`src/rtl/npc_fetch_if.sv`:
```
// npc_fetch_if: instruction-memory fetch handshake plus the fetch-to-decode
// instruction handshake of the ToyMips front end.
//   master : the fetch unit (drives the request and the latched instruction)
//   slave  : memory / decode side (drives ready, response data, instr_ready)
interface npc_fetch_if;
  logic        imem_req;
  logic [31:0] imem_addr;
  logic        imem_ready;
  logic        imem_rvalid;
  logic [31:0] imem_rdata;
  logic [31:0] instr_out;
  logic        instr_valid;
  logic        instr_ready;

  modport master (
    output imem_req, imem_addr, instr_out, instr_valid,
    input  imem_ready, imem_rvalid, imem_rdata, instr_ready
  );

  modport slave (
    input  imem_req, imem_addr, instr_out, instr_valid,
    output imem_ready, imem_rvalid, imem_rdata, instr_ready
  );
endinterface

```
`src/rtl/npc_fetch.sv`:
```
// npc_fetch: program counter, instruction fetch and next-PC sequencer.
// Sequence per instruction: REQ (address out) -> WAIT (response) -> HOLD
// (instruction shown to decode) -> PC update on instr_ready.
// Optional feature macro NPC_ALIGN_CHECK_EN: a JR to a non-word-aligned
// target freezes the PC, raises a sticky addr_err and parks in ERR until
// reset. Without it, JR simply drops rs_val[1:0].
module npc_fetch #(
  parameter logic [31:0] RESET_PC = 32'h0000_3000
) (
  input  logic         clk,
  input  logic         rst_n,
  input  logic [3:0]   npc_op,
  input  logic         if_branch,
  input  logic         zero,
  input  logic [31:0]  rs_val,
  npc_fetch_if.master  bus,
  output logic [31:0]  pc_out,
  output logic [31:0]  link_pc
`ifdef NPC_ALIGN_CHECK_EN
  ,
  output logic         addr_err
`endif
);

  localparam logic [3:0] OP_JUMP = 4'b0000;
  localparam logic [3:0] OP_JAL  = 4'b0001;
  localparam logic [3:0] OP_BEQ  = 4'b0010;
  localparam logic [3:0] OP_BNE  = 4'b0011;
  localparam logic [3:0] OP_BGEZ = 4'b0100;
  localparam logic [3:0] OP_BGTZ = 4'b0101;
  localparam logic [3:0] OP_BLEZ = 4'b0110;
  localparam logic [3:0] OP_BLTZ = 4'b0111;
  localparam logic [3:0] OP_JR   = 4'b1000;

  typedef enum logic [2:0] {
    IDLE = 3'd0,
    REQ  = 3'd1,
    WAIT = 3'd2,
    HOLD = 3'd3
`ifdef NPC_ALIGN_CHECK_EN
    ,
    ERR  = 3'd4
`endif
  } state_t;

  state_t      state_reg, state_next;
  logic [31:0] pc_reg, pc_next;
  logic [31:0] instr_reg, instr_next;
  logic [31:0] p4;
  logic [31:0] br_off;
  logic [31:0] br_target;
  logic        br_taken;
  logic [31:0] next_pc;
  logic        rs_is_zero;
`ifdef NPC_ALIGN_CHECK_EN
  logic        addr_err_reg, addr_err_next;
  logic        jr_misaligned;
`endif

  assign p4         = pc_reg + 32'd4;
  assign rs_is_zero = (rs_val == 32'd0);
  // Branch offset is sign-extended imm16, optionally scaled to words.
  assign br_off     = if_branch ? {{14{instr_reg[15]}}, instr_reg[15:0], 2'b00}
                                : {{16{instr_reg[15]}}, instr_reg[15:0]};
  assign br_target  = p4 + br_off;

  // Next-PC selection from the decoder's jump/branch type and branch condition.
  always_comb begin
    br_taken = 1'b0;
    next_pc  = p4;
    case (npc_op)
      OP_BEQ:  br_taken = zero;
      OP_BNE:  br_taken = !zero;
      OP_BGEZ: br_taken = !rs_val[31];
      OP_BGTZ: br_taken = !rs_val[31] && !rs_is_zero;
      OP_BLEZ: br_taken = rs_val[31] || rs_is_zero;
      OP_BLTZ: br_taken = rs_val[31];
      default: br_taken = 1'b0;
    endcase
    case (npc_op)
      OP_JUMP, OP_JAL: next_pc = {p4[31:28], instr_reg[25:0], 2'b00};
      OP_BEQ, OP_BNE, OP_BGEZ, OP_BGTZ,
      OP_BLEZ, OP_BLTZ: next_pc = br_taken ? br_target : p4;
      OP_JR:           next_pc = {rs_val[31:2], 2'b00};
      default:         next_pc = p4;   // ADD4 and every unassigned code
    endcase
  end

`ifdef NPC_ALIGN_CHECK_EN
  assign jr_misaligned = (npc_op == OP_JR) && (rs_val[1:0] != 2'b00);
`endif

  // Fetch FSM next state, instruction latch and PC commit.
  always_comb begin
    state_next = state_reg;
    pc_next    = pc_reg;
    instr_next = instr_reg;
`ifdef NPC_ALIGN_CHECK_EN
    addr_err_next = addr_err_reg;
`endif
    case (state_reg)
      IDLE: state_next = REQ;
      REQ:  if (bus.imem_ready) state_next = WAIT;
      WAIT: begin
        if (bus.imem_rvalid) begin
          instr_next = bus.imem_rdata;
          state_next = HOLD;
        end
      end
      HOLD: begin
        if (bus.instr_ready) begin
`ifdef NPC_ALIGN_CHECK_EN
          if (jr_misaligned) begin
            addr_err_next = 1'b1;
            state_next    = ERR;
          end else begin
            pc_next    = next_pc;
            state_next = REQ;
          end
`else
          pc_next    = next_pc;
          state_next = REQ;
`endif
        end
      end
`ifdef NPC_ALIGN_CHECK_EN
      ERR:  state_next = ERR;
`endif
      default: state_next = IDLE;
    endcase
  end

  // State, PC and instruction registers; reset drops any in-flight fetch.
  always_ff @(posedge clk or negedge rst_n) begin
    if (!rst_n) begin
      state_reg <= IDLE;
      pc_reg    <= RESET_PC;
      instr_reg <= 32'd0;
`ifdef NPC_ALIGN_CHECK_EN
      addr_err_reg <= 1'b0;
`endif
    end else begin
      state_reg <= state_next;
      pc_reg    <= pc_next;
      instr_reg <= instr_next;
`ifdef NPC_ALIGN_CHECK_EN
      addr_err_reg <= addr_err_next;
`endif
    end
  end

  assign bus.imem_req    = (state_reg == REQ);
  assign bus.imem_addr   = pc_reg;
  assign bus.instr_out   = instr_reg;
  assign bus.instr_valid = (state_reg == HOLD);
  assign pc_out          = pc_reg;
  assign link_pc         = p4;
`ifdef NPC_ALIGN_CHECK_EN
  assign addr_err        = addr_err_reg;
`endif

endmodule
```
`src/flat_wrapper.sv`:
```
// flat-port wrapper written by rule: the top's interface ports become plain ports
module npc_fetch_flat 
#(
  parameter logic [31:0] RESET_PC = 32'h0000_3000
)
  (clk, rst_n, npc_op, if_branch, zero, rs_val, pc_out, link_pc, bus_imem_req, bus_imem_addr, bus_instr_out, bus_instr_valid, bus_imem_ready, bus_imem_rvalid, bus_imem_rdata, bus_instr_ready);
  npc_fetch_if bus_i ();
  input  logic clk;
  input  logic rst_n;
  input  logic [3:0] npc_op;
  input  logic if_branch;
  input  logic zero;
  input  logic [31:0] rs_val;
  output logic [31:0] pc_out;
  output logic [31:0] link_pc;
  output wire logic [$bits(bus_i.imem_req)-1:0] bus_imem_req;
  output wire logic [$bits(bus_i.imem_addr)-1:0] bus_imem_addr;
  output wire logic [$bits(bus_i.instr_out)-1:0] bus_instr_out;
  output wire logic [$bits(bus_i.instr_valid)-1:0] bus_instr_valid;
  input wire logic [$bits(bus_i.imem_ready)-1:0] bus_imem_ready;
  input wire logic [$bits(bus_i.imem_rvalid)-1:0] bus_imem_rvalid;
  input wire logic [$bits(bus_i.imem_rdata)-1:0] bus_imem_rdata;
  input wire logic [$bits(bus_i.instr_ready)-1:0] bus_instr_ready;
  assign bus_imem_req = bus_i.imem_req;
  assign bus_imem_addr = bus_i.imem_addr;
  assign bus_instr_out = bus_i.instr_out;
  assign bus_instr_valid = bus_i.instr_valid;
  assign bus_i.imem_ready = bus_imem_ready;
  assign bus_i.imem_rvalid = bus_imem_rvalid;
  assign bus_i.imem_rdata = bus_imem_rdata;
  assign bus_i.instr_ready = bus_instr_ready;
  npc_fetch #(.RESET_PC(RESET_PC)) u_core (.clk(clk), .rst_n(rst_n), .npc_op(npc_op), .if_branch(if_branch), .zero(zero), .rs_val(rs_val), .bus(bus_i), .pc_out(pc_out), .link_pc(link_pc));
endmodule
```
`config.mk`:
```
export PLATFORM = sky130hd
export DESIGN_NAME = npc_fetch_flat
export DESIGN_NICKNAME = d
export VERILOG_FILES = /design/src/rtl/npc_fetch_if.sv /design/src/rtl/npc_fetch.sv /design/src/flat_wrapper.sv
export SDC_FILE = /design/constraint.sdc
export NUM_CORES = 1
export LEC_CHECK = 0
export ABC_AREA = 1
export CORE_MARGIN = 1
export CORE_UTILIZATION = 31
export DETAILED_ROUTE_END_ITERATION = 8
export PLACE_DENSITY = 0.58
export SLEW_MARGIN = 20
export SYNTH_ARGS = -nofsm -noshare
export SYNTH_HDL_FRONTEND = slang
export SYNTH_SLANG_ARGS = --single-unit
```
`constraint.sdc`:
```
create_clock -name clk -period 3.95 [get_ports clk]
set_input_delay 0.395 -clock clk [delete_from_list [all_inputs] [get_ports clk]]
set_output_delay 0.395 -clock clk [all_outputs]
set_load 0.02 [all_outputs]
```
==> flow_summary_export.csv <==
group,metric,value,unit
outcome,status,"finished, violations left",
outcome,violations,"DRC",
detailed_routing,drc,11,
setup_path,required,4.18,ns
cells_and_area,syn_to_final_growth,37.0,%
cells_and_area,finalInstanceArea,0.00963,mm2
floorplanning,die_y,153,um
logic_synthesis,synth_flop_cell,"dfrtp_1",
logic_synthesis,ys_ff_latch,66,
setup_path,crit_fanout,5,
timing,fmax,0.272,GHz
global_route,antenna_found_initial,0,
detailed_routing,wire_per_inst,19.5,um
power,powerDensity,906,mW/mm2
clocking,cts_made_buffers,9,
place,post-dp-hpwl,24400,um
cells_and_area,layout_common_cells,"nand2_1, clkdlybuf4s50_1, inv_1",
setup_path,cp_slowest_cell,"dfrtp_2",
floorplanning,die_w,153,um
global_route,grt_max_degree,49,
logic_synthesis,synth_fp_nets,1196,
detailed_routing,drt_iter0_drc,716,
logic_synthesis,synth-edff-count,0,
logic_synthesis,synth_top_family_by_area,"simple AND/OR/NAND/NOR gates",
place,placed_area,0.00928,mm2
timing,fin_crit_sh,0.929,
detailed_routing,avgViaCountPerCell,5.24,
setup_path,r2r-start,"u_core.bus.imem_addr[2]",
run,maxCapViolations,0,
clocking,clkTransAtPathRegs,0.06,ns
logic_synthesis,synth_mux_area_frac,0.0256,
clocking,cts_max_level,3,
logic_synthesis,syn-instance-count,1078,
global_route,grt_pass1_wl,45500,um
timing,slew_headroom,0.347,
logic_synthesis,syn_area_per_cell,6.52,um2
floorplanning,initial_core_util,0.319,
place,portBuffers,204,
floorplanning,ioPinCount,205,
logic_synthesis,synthXorXnorAreaFrac,0.0337,
cells_and_area,drive_gt1_frac,0.0908,
setup_path,start_kind,"flip-flop",
cells_and_area,fillCellCount,2334,
floorplanning,fp-row-count,54,
global_route,grt_pass1_vias,7759,
detailed_routing,ant_nets,0,
setup_path,criticalPathCategory,"reg2reg",
clocking,cts_tree,"done",
setup_path,critPathLaunch,"u_core.bus.imem_addr[2]",
cells_and_area,fin_nets,1380,
floorplanning,core,0.0220,mm2
clocking,clk_latency,0.35,ns
power,p_leak,4.54,nW
setup_path,crit_arrival,3.90,ns
cells_and_area,diodes,0,
detailed_routing,dr.pass1.iters,8,
worst_hold_path,holdCritPathClass,"in2async",
timing,finalHoldViolCount,0,
logic_synthesis,synthSimpleGateAreaFrac,0.351,
detailed_routing,wl,30200,um
timing,finalSetupTns,0,ns
timing,worst_pin_slew,0.977,ns
timing,setup_viol,0,
setup_path,cp_slowest_stage_delay,0.43,ns
logic_synthesis,synth_compound_area_frac,0.154,
setup_path,path_common_cell,"nand2_1",
logic_synthesis,ys.warnings.count,0,
clocking,cts_max_path_buffers,2,
timing,rsz0062_at_grt,"no",
global_route,overflow,0,
logic_synthesis,synthAdderAreaFrac,0.0776,
timing,drv_slew,0,
setup_path,crit_chain,"ha_1, nand2_1, nor2_1, nand2_1, inv_1, nand3_2, nor2_4, a31oi_1, a21oi_2, ha_1, a21oi_1, o21ai_0, a21oi_1, nand2_1, or2_0, nand3_1, nand3_1, nand2_1, nand2_1",
timing,clock_skew,0.00811,ns
logic_synthesis,yosysSeqAreaShare,0.235,
place,place.gp.congestion,0.951,
power,ir_worst_vdd,0.413,mV
logic_synthesis,async_flop_share,1.00,
logic_synthesis,synth_cell_types,47,
setup_path,cp-end-kind,"flip-flop",
detailed_routing,via_count,8105,
cells_and_area,mostFrequentLayoutCell,"nand2_1",
clocking,clock_sinks,66,
floorplanning,die_area,0.0233,mm2
clocking,ctsRootBufferMaster,"clkbuf_16",
logic_synthesis,syn_area,0.00703,mm2
global_route,track_usage,0.259,
timing,layout_min_cycle_time,3.67,ns
layer usage:
| layer | vias to the layer above | share of wire | track usage |
|---|---|---|---|
| met1 | 3714 | 0.42 | 0.329 |
| met5 | - | 0 | 0 |
| li1 | 3913 | - | - |
| met2 | 417 | 0.44 | 0.408 |
| met4 | 0 | 0.044 | 0.116 |
| met3 | 61 | 0.092 | 0.0700 |
cell families after synthesis:
| kind of cell | after synthesis |
|---|---|
| buffers and inverters | 194 |
| AND/OR/NAND/NOR | 552 |
| AO/OA/AOI/OAI | 180 |
| XOR/XNOR | 27 |
| multiplexers | 16 |
| flip-flops | 66 |
| adder cells (fa/ha/maj) | 43 |
final cells by class:
type                       instances  area, um2  area share
clock buffer                      11        243      0.0252
clock inverter                     5       38.8     0.00403
inverter                         132        495      0.0515
multi-input combinational        818       4560       0.473
sequential                        66       1660       0.172
tap                              280        350      0.0364
timing repair buffer             235       2280       0.237
metrics by stage:
| step | instances | setup slack [ns] | hold slack (ns) | power, mW | util |
|---|---|---|---|---|---|
| after global placement | 1529 | 0.135 | 0.487 | 7.85 | 0.421 |
| after floorplan | 1078 | 0.565 | 0.0994 | 5.34 | - |
| after CTS | 1545 | 0.0991 | 0.134 | 8.66 | 0.434 |
| after detailed placement | 1529 | 0.165 | 0.489 | 7.82 | 0.421 |
| final | 1547 | 0.280 | 0.116 | 8.72 | 0.437 |
| after global routing | 1547 | 0.0220 | 0.174 | 9.39 | 0.437 |
worst max-delay path: cells and delay by family (launching register included):
kind,cells,cell delay [ns]
and+or+nand+nor,11,1.32
AOI/OAI and AO/OA,5,1.18
adders and majority gates,2,0.55
DFF,1,0.43
buffers and inverters,1,0.07
Yosys cell counts, types with 2 or more instances:
cell type	n	area share
inv_1	129	0.069
nand2_4	7	0.011
a221oi_1	27	0.034
nor3_1	18	0.013
clkbuf_1	24	0.013
mux2_2	16	0.026
o211ai_1	2	0.0021
or2_1	4	0.0036
xor2_1	18	0.022
xnor2_1	9	0.011
ha_1	42	0.075
nand3_4	2	0.0050
buf_2	3	0.0021
o21ai_0	59	0.042
inv_2	2	0.0011
nand3b_1	2	0.0021
nor2_8	2	0.0057
a31oi_1	4	0.0036
nor4_1	11	0.0098
nand3_2	4	0.0057
nor2_4	2	0.0032
nor2_1	107	0.057
nand2_2	4	0.0036
a21o_1	5	0.0053
or2_2	4	0.0036
nand3_1	70	0.050
nand2_1	290	0.15
dfstp_2	2	0.0075
o21ai_4	2	0.0046
a21oi_1	66	0.047
o21ai_1	4	0.0028
dfrtp_1	64	0.23
buf_4	35	0.037
o22ai_1	4	0.0036
o21a_1	2	0.0021
or2_0	3	0.0027
nand4_1	19	0.017
what timing repair did:
item	in CTS	in global routing
buffers inserted	0	2
gates resized for setup	0	16
hold buffers	0	0
endpoints found under the setup margin	0	9
worst paths after layout:
path                                            end  slack [ns]  depth (start not counted)
setup reg to reg           u_core.bus.imem_addr[21]        0.28                         19
setup / recovery           u_core.bus.imem_addr[21]        0.28                         19
hold / removal             u_core.bus.instr_out[31]        0.12                          1
max in group asynchronous   u_core.bus.imem_addr[3]        2.76                          2
hold reg to reg            u_core.bus.instr_out[29]        0.51                          1
min in group clk           u_core.bus.instr_out[29]        0.51                          1
power by group:
part,total (mW),internal [mW],switching [mW]
combinational,6.48,2.54,3.94
sequential,1.45,0.998,0.448
clock,0.797,0.446,0.350
total,8.72,3.99,4.73
Power figures use the tool's default switching activity.
